$ cat src/rtl/next_sender_pkg.sv
// -----------------------------------------------------------------------------
// next_sender_pkg
// Shared types and constants for the NeXT serial packet sender.
//   state_e            : frame sequencer states (IDLE, REQ, GAP, DAT)
//   DEF_REQ_CODE       : default payload of the audio sample request packet
//   DEF_UNDERRUN_CODE  : default payload of the audio underrun packet
//   frame_len()        : number of serial cycles one frame occupies after tick
// -----------------------------------------------------------------------------
package next_sender_pkg;

  typedef enum logic [1:0] {
    IDLE = 2'd0,
    REQ  = 2'd1,
    GAP  = 2'd2,
    DAT  = 2'd3
  } state_e;

  localparam logic [39:0] DEF_REQ_CODE      = 40'h0700000000;
  localparam logic [39:0] DEF_UNDERRUN_CODE = 40'h0f00000000;

  // Request slot + idle gap + data slot, each slot carrying a marker bit.
  function automatic int frame_len(input int data_w, input int gap_bits);
    return 2 * (1 + data_w) + gap_bits;
  endfunction

endpackage

$ cat src/rtl/next_sync_fifo.sv
// -----------------------------------------------------------------------------
// next_sync_fifo
// Single-clock FIFO, DATA_W wide and DEPTH entries deep (DEPTH a power of two).
// Ports:
//   clk, rst  : clock and synchronous active-high reset (clears pointers/count)
//   push_i    : write data_i; ignored while full, even if a pop happens too
//   data_i    : word to write
//   pop_i     : discard the head word; ignored while empty
//   data_o    : current head word
//   full_o    : DEPTH words held
//   empty_o   : no words held
//   count_o   : number of words held
// -----------------------------------------------------------------------------
module next_sync_fifo #(
  parameter int DATA_W = 40,
  parameter int DEPTH  = 4
) (
  input  logic                     clk,
  input  logic                     rst,
  input  logic                     push_i,
  input  logic [DATA_W-1:0]        data_i,
  input  logic                     pop_i,
  output logic [DATA_W-1:0]        data_o,
  output logic                     full_o,
  output logic                     empty_o,
  output logic [$clog2(DEPTH):0]   count_o
);

  localparam int AW = $clog2(DEPTH);

  logic [DATA_W-1:0] mem_q [DEPTH];
  logic [AW-1:0]     wr_ptr_q, wr_ptr_d;
  logic [AW-1:0]     rd_ptr_q, rd_ptr_d;
  logic [AW:0]       count_q, count_d;
  logic              push_ok, pop_ok;

  assign full_o  = (count_q == (AW+1)'(DEPTH));
  assign empty_o = (count_q == '0);
  assign count_o = count_q;
  assign data_o  = mem_q[rd_ptr_q];

  // Flags come from the registered count, so a same-cycle pop never frees
  // room for a push into a full FIFO.
  assign push_ok = push_i & ~full_o;
  assign pop_ok  = pop_i & ~empty_o;

  always_comb begin
    wr_ptr_d = wr_ptr_q;
    rd_ptr_d = rd_ptr_q;
    count_d  = count_q;
    // Power-of-two depth: pointers wrap by natural overflow.
    if (push_ok) wr_ptr_d = wr_ptr_q + 1'b1;
    if (pop_ok)  rd_ptr_d = rd_ptr_q + 1'b1;
    case ({push_ok, pop_ok})
      2'b10:   count_d = count_q + 1'b1;
      2'b01:   count_d = count_q - 1'b1;
      default: count_d = count_q;
    endcase
  end

  always_ff @(posedge clk) begin
    if (rst) begin
      wr_ptr_q <= '0;
      rd_ptr_q <= '0;
      count_q  <= '0;
    end else begin
      wr_ptr_q <= wr_ptr_d;
      rd_ptr_q <= rd_ptr_d;
      count_q  <= count_d;
    end
  end

  // Storage is pure data; stale words are unreachable once pointers reset.
  always_ff @(posedge clk) begin
    if (push_ok) mem_q[wr_ptr_q] <= data_i;
  end

endmodule

$ cat src/rtl/next_serial_sender.sv
// -----------------------------------------------------------------------------
// next_serial_sender
// Serialises one frame per audio-request tick onto sout, MSB (marker) first:
//   request/underrun slot (1+DATA_W bits), GAP_BITS zeros, data slot
//   (1+DATA_W bits). Data slot words come from an outbound FIFO.
// Ports:
//   clk, rst                       : clock, synchronous active-high reset
//   in_data, in_valid, in_ready    : word push interface (push = valid & ready)
//   audio_sample_request_mode      : request packet in the request slot
//   audio_sample_request_underrun  : underrun packet (wins over mode)
//   audio_sample_request_tick      : one-cycle frame start strobe
//   sout                           : serial output, one bit per cycle
//   data_loss                      : pulse when a push is rejected (FIFO full)
//   data_sent                      : pulse when a FIFO word enters the data slot
//   busy                           : a frame is in progress
// Optional (macro NEXT_SENDER_TICK_MISS_EN):
//   tick_missed                    : pulse when a tick arrives while busy
//   miss_count                     : saturating count of missed ticks
// -----------------------------------------------------------------------------
module next_serial_sender
  import next_sender_pkg::*;
#(
  parameter int                DATA_W        = 40,
  parameter int                FIFO_DEPTH    = 4,
  parameter int                GAP_BITS      = 3,
  parameter logic [DATA_W-1:0] REQ_CODE      = DATA_W'(DEF_REQ_CODE),
  parameter logic [DATA_W-1:0] UNDERRUN_CODE = DATA_W'(DEF_UNDERRUN_CODE)
) (
  input  logic              clk,
  input  logic              rst,
  input  logic [DATA_W-1:0] in_data,
  input  logic              in_valid,
  output logic              in_ready,
  input  logic              audio_sample_request_mode,
  input  logic              audio_sample_request_underrun,
  input  logic              audio_sample_request_tick,
  output logic              sout,
  output logic              data_loss,
  output logic              data_sent,
  output logic              busy
`ifdef NEXT_SENDER_TICK_MISS_EN
  ,
  output logic              tick_missed,
  output logic [7:0]        miss_count
`endif
);

  localparam int FRAME_LEN = frame_len(DATA_W, GAP_BITS);
  // One counter width that covers every state's bit count.
  localparam int CNT_W     = $clog2(FRAME_LEN);
  localparam int FCNT_W    = $clog2(FIFO_DEPTH) + 1;

  state_e            state_q, state_d;
  logic [CNT_W-1:0]  cnt_q, cnt_d;
  logic [DATA_W:0]   shift_q, shift_d;

  logic              fifo_pop;
  logic [DATA_W-1:0] fifo_head;
  logic              fifo_full, fifo_empty;
  logic [FCNT_W-1:0] fifo_count;

  next_sync_fifo #(
    .DATA_W (DATA_W),
    .DEPTH  (FIFO_DEPTH)
  ) u_fifo (
    .clk     (clk),
    .rst     (rst),
    .push_i  (in_valid),
    .data_i  (in_data),
    .pop_i   (fifo_pop),
    .data_o  (fifo_head),
    .full_o  (fifo_full),
    .empty_o (fifo_empty),
    .count_o (fifo_count)
  );

  assign in_ready  = (fifo_count != FCNT_W'(FIFO_DEPTH));
  assign data_loss = in_valid & ~in_ready;
  assign busy      = (state_q != IDLE);
  assign sout      = ((state_q == REQ) || (state_q == DAT)) & shift_q[DATA_W];

  always_comb begin
    state_d   = state_q;
    cnt_d     = cnt_q + 1'b1;
    shift_d   = {shift_q[DATA_W-1:0], 1'b0};
    fifo_pop  = 1'b0;
    data_sent = 1'b0;
    unique case (state_q)
      IDLE: begin
        cnt_d   = '0;
        shift_d = shift_q;
        // Mode/underrun matter only on the tick cycle.
        if (audio_sample_request_tick) begin
          state_d = REQ;
          if (audio_sample_request_underrun)  shift_d = {1'b1, UNDERRUN_CODE};
          else if (audio_sample_request_mode) shift_d = {1'b1, REQ_CODE};
          else                                shift_d = '0;
        end
      end
      REQ: begin
        if (cnt_q == CNT_W'(DATA_W)) begin
          state_d = GAP;
          cnt_d   = '0;
        end
      end
      GAP: begin
        shift_d = '0;
        // The data slot is loaded on the last gap cycle so its marker bit
        // lands on the first DAT cycle.
        if (cnt_q == CNT_W'(GAP_BITS - 1)) begin
          state_d = DAT;
          cnt_d   = '0;
          if (!fifo_empty) begin
            shift_d   = {1'b1, fifo_head};
            fifo_pop  = 1'b1;
            data_sent = 1'b1;
          end
        end
      end
      DAT: begin
        // A tick on the last DAT cycle is not honoured: IDLE must be seen.
        if (cnt_q == CNT_W'(DATA_W)) begin
          state_d = IDLE;
          cnt_d   = '0;
        end
      end
      default: begin
        state_d = IDLE;
        cnt_d   = '0;
        shift_d = '0;
      end
    endcase
  end

  always_ff @(posedge clk) begin
    if (rst) begin
      state_q <= IDLE;
      cnt_q   <= '0;
      shift_q <= '0;
    end else begin
      state_q <= state_d;
      cnt_q   <= cnt_d;
      shift_q <= shift_d;
    end
  end

  // Flags and occupancy of the FIFO must never disagree.
  assert property (@(posedge clk) disable iff (rst)
    fifo_full == (fifo_count == FCNT_W'(FIFO_DEPTH)));

`ifdef NEXT_SENDER_TICK_MISS_EN
  function automatic logic [7:0] sat_inc8(input logic [7:0] v);
    return (v == 8'hff) ? v : v + 8'd1;
  endfunction

  logic [7:0] miss_count_q;

  assign tick_missed = audio_sample_request_tick & busy;
  assign miss_count  = miss_count_q;

  always_ff @(posedge clk) begin
    if (rst)              miss_count_q <= '0;
    else if (tick_missed) miss_count_q <= sat_inc8(miss_count_q);
  end
`endif

endmodule

$ cat config.mk
export PLATFORM = sky130hd
export DESIGN_NAME = next_serial_sender
export DESIGN_NICKNAME = d
export VERILOG_FILES = /design/src/rtl/next_sender_pkg.sv /design/src/rtl/next_sync_fifo.sv /design/src/rtl/next_serial_sender.sv
export SDC_FILE = /design/constraint.sdc
export NUM_CORES = 1
export LEC_CHECK = 0
export ABC_CLOCK_PERIOD_IN_PS = 3800
export BUFFER_PORTS_ARGS = -buffer_cell sky130_fd_sc_hd__buf_2
export CAP_MARGIN = 25
export CORE_ASPECT_RATIO = 1.2
export CORE_MARGIN = 2
export CORE_UTILIZATION = 31
export DETAILED_ROUTE_END_ITERATION = 8
export GPL_TIMING_DRIVEN = 0
export PLACE_DENSITY = 0.54
export SYNTH_ARGS = -nofsm -noshare
export SYNTH_HDL_FRONTEND = slang
export SYNTH_SLANG_ARGS = --single-unit
$ cat constraint.sdc
create_clock -name clk -period 3.8 [get_ports clk]
set_input_delay 0.19 -clock clk [delete_from_list [all_inputs] [get_ports clk]]
set_output_delay 0.19 -clock clk [all_outputs]
set_load 0.02 [all_outputs]
==> results.cfg <==
[layout]
nets = 687
syn2layout_area_growth_pct = 21.7
fin_cells = 980
drive_above_1_share = 0.217

[cts]
clk_pin_slew_ps = 60
root_buffer = clkbuf_16
cts.repair.resized = 0
worstSkewPairLatency_ps = 500
post-cts-setup-buffers = 0
clockBufferDepth = 3
cts_tree = done
cts_made_buffers = 23
clock_sinks = 219
htree_levels = 1

[placed_design]
gp_congestion = 0.779
dp_cells = 896
post-dp-hpwl_um = 11500
port_buffers = 50

[global_routing]
track_usage = 0.122
grt_pass1_wl_um = 27200
grt_max_degree = 24
overflow = 0
antenna_found_initial = 1
first_global_vias = 5098

[run]
cap_violations = 0

[setup_path]
worstPathArrival_ps = 3170
r2r-end = u_fifo.count_o[2]$_SDFFE_PP0P_
rr_startpoint = cnt_q[0]$_SDFF_PP0_
ff2ff_setup_slack_ps = 1050
path_max_fanout = 10
reg2reg_depth = 10
cp-end-kind = register
required_ps = 4220
cp-start-kind = register
worstSetupPathType = register to register

[sta]
period_share = 0.723
finalHoldViolCount = 0
setup_viol = 0
drv_slew = 0
clock_skew_ps = 9.56
period_needed_ps = 2750
worst_pin_slew_ps = 718
setup_tns_ps = 0
max_freq_ghz = 0.364
rsz0062_at_grt = no
relSlewSlack = 0.521

[logic_synthesis]
yosysWarnings = 0
ys_types = 38
synth_seq_cells = 219
synthCells = 507
synthesis.nets = 567
ys_async_sr_fraction = 0
yosysSeqAreaShare = 0.713
synthTopCellsByCount = 160 x edfxtp_1, 59 x dfxtp_1, 52 x nor2_1
synth_flop_cell = edfxtp_1
yosysMostFrequentCell = edfxtp_1
synth_edf_count = 160
synth.area.top_cells = edfxtp_1 57%, dfxtp_1 14%, mux4_2 11%
syn_avg_cell_area_um2 = 16.6
synth_area_leader_cell = edfxtp_1
syn-cell-area_mm2 = 0.00839
yosysTopAreaCellShare = 0.573

[floorplan]
fp.dieArea_mm2 = 0.0284
initial_core_util = 0.317
die_x_um = 154
core_mm2 = 0.0264
std_cell_rows = 65
io_pins = 51
die-height_um = 184

[power_and_ir_drop]
peakVddDrop_uv = 298
p_total_mw = 5.75
power.leakage_nw = 3.42
powerDensity_mw_per_mm2 = 563

[routing]
drc_errors = 0
drt_wl_total_um = 17100
drt_iter0_markers = 392
via_count = 4788
via_per_inst = 4.89
firstDrtPassIters = 5
routedWlPerCell_um = 17.4
ant_nets = 0

[worst_hold_path]
hold_end = state_q[1]$_SDFFE_PP0P_
hold_start = audio_sample_request_tick
holdPathStages = 4
min_path_type = primary input to register

[status]
status = finished clean
[stage by stage]
stage	utilization	hold WS, ps	setup WS, ps	instance area [um2]
floorplan	-	269	1490	8390
global placement	0.343	400	739	9060
detailed placement	0.346	407	1060	9150
CTS	0.386	128	1050	10200
global route	0.387	170	881	10200
finish	0.387	155	1050	10200
[report_power, final]
part	internal [mW]	switching (mW)
clock network	1.12	0.843
registers	2.80	0.0959
logic	0.345	0.549
[logic make-up (layout without fill, tap and decap cells)]
family          count (synthesis)  after routing  synth area share
buf+inv                        45            182            0.0227
simple gates                   83             83            0.0456
compound gates                 94             94            0.0765
other cells                     0              1                 0
xor+xnor                       10             10            0.0104
mux                            42             42             0.110
flops                         219            219             0.713
fa+ha+maj                      14             14            0.0218
[worst max-delay path, cell delays in order, from the launching register on]
cell and delay [ps]:
dfxtp_1 330, inv_1 80, ha_1 130, or3b_1 450, nor3_4 380, buf_4 250
ha_1 230, fa_1 220, xnor2_1 90, or3_1 320, a21oi_1 170
[repair_timing]
action	in CTS	in global routing
hold buffers	41	0
endpoints found under the hold margin	163	0
setup endpoints to repair	0	0
[layout by cell type (no fill, tap or decap), types with 4 or more instances in the layout]
master         netlist  layout
edfxtp_1           160     160
dfxtp_1             59      59
buf_2                8      58
nor2_1              52      52
dlygate4sd3_1        0      41
mux4_2              40      40
o21ai_0             37      37
a221oi_1            35      35
clkbuf_1            21      31
clkbuf_16            0      23
inv_1               14      14
ha_1                13      13
a21oi_1             10      10
xnor2_1              7       7
clkinv_1             0       7
and3_2               2       6
nand2_1              6       6
nor3_1               5       5
nand3_1              4       4
buf_12               0       4
[worst max-delay path by stage]
stage	cells after the start	end	from
3_5_place_dp	10	u_fifo.count_o[2]$_SDFFE_PP0P_	cnt_q[0]$_SDFF_PP0_
3_3_place_gp	3	u_fifo.mem_q[0][38]$_DFFE_PP_	u_fifo.count_o[0]$_SDFFE_PP0P_
5_1_grt	10	u_fifo.count_o[2]$_SDFFE_PP0P_	cnt_q[0]$_SDFF_PP0_
6_report	10	u_fifo.count_o[2]$_SDFFE_PP0P_	cnt_q[0]$_SDFF_PP0_
4_1_cts	10	u_fifo.count_o[2]$_SDFFE_PP0P_	cnt_q[0]$_SDFF_PP0_
2_1_floorplan	9	u_fifo.count_o[2]$_SDFFE_PP0P_	u_fifo.count_o[0]$_SDFFE_PP0P_
[registers in the layout, summed over array words and instances, names as in the netlist, named ones only]
name,flops
u_fifo.count_o,3
u_fifo.rd_ptr_q,2
state_q,2
shift_q,41
u_fifo.mem_q,160
u_fifo.wr_ptr_q,2
cnt_q,7
[routing by layer]
metal	vias up	GRT usage	wire [um]
met4	0	0.0430	422
met5	-	0	0
met2	118	0.214	8670
met3	28	0.0207	700
li1	2237	-	-
met1	2405	0.151	7300
[final cells by class]
cell class                 instances  area [um2]
multi-input combinational        243        2220
timing repair buffer              95         741
buffer                            31         138
antenna                            1        2.50
sequential                       219        5990
fill                            2420       16200
tap                              335         419
clock inverter                     9        43.8
clock buffer                      33         613
inverter                          14        52.6
(Power assumes the default switching activity.)
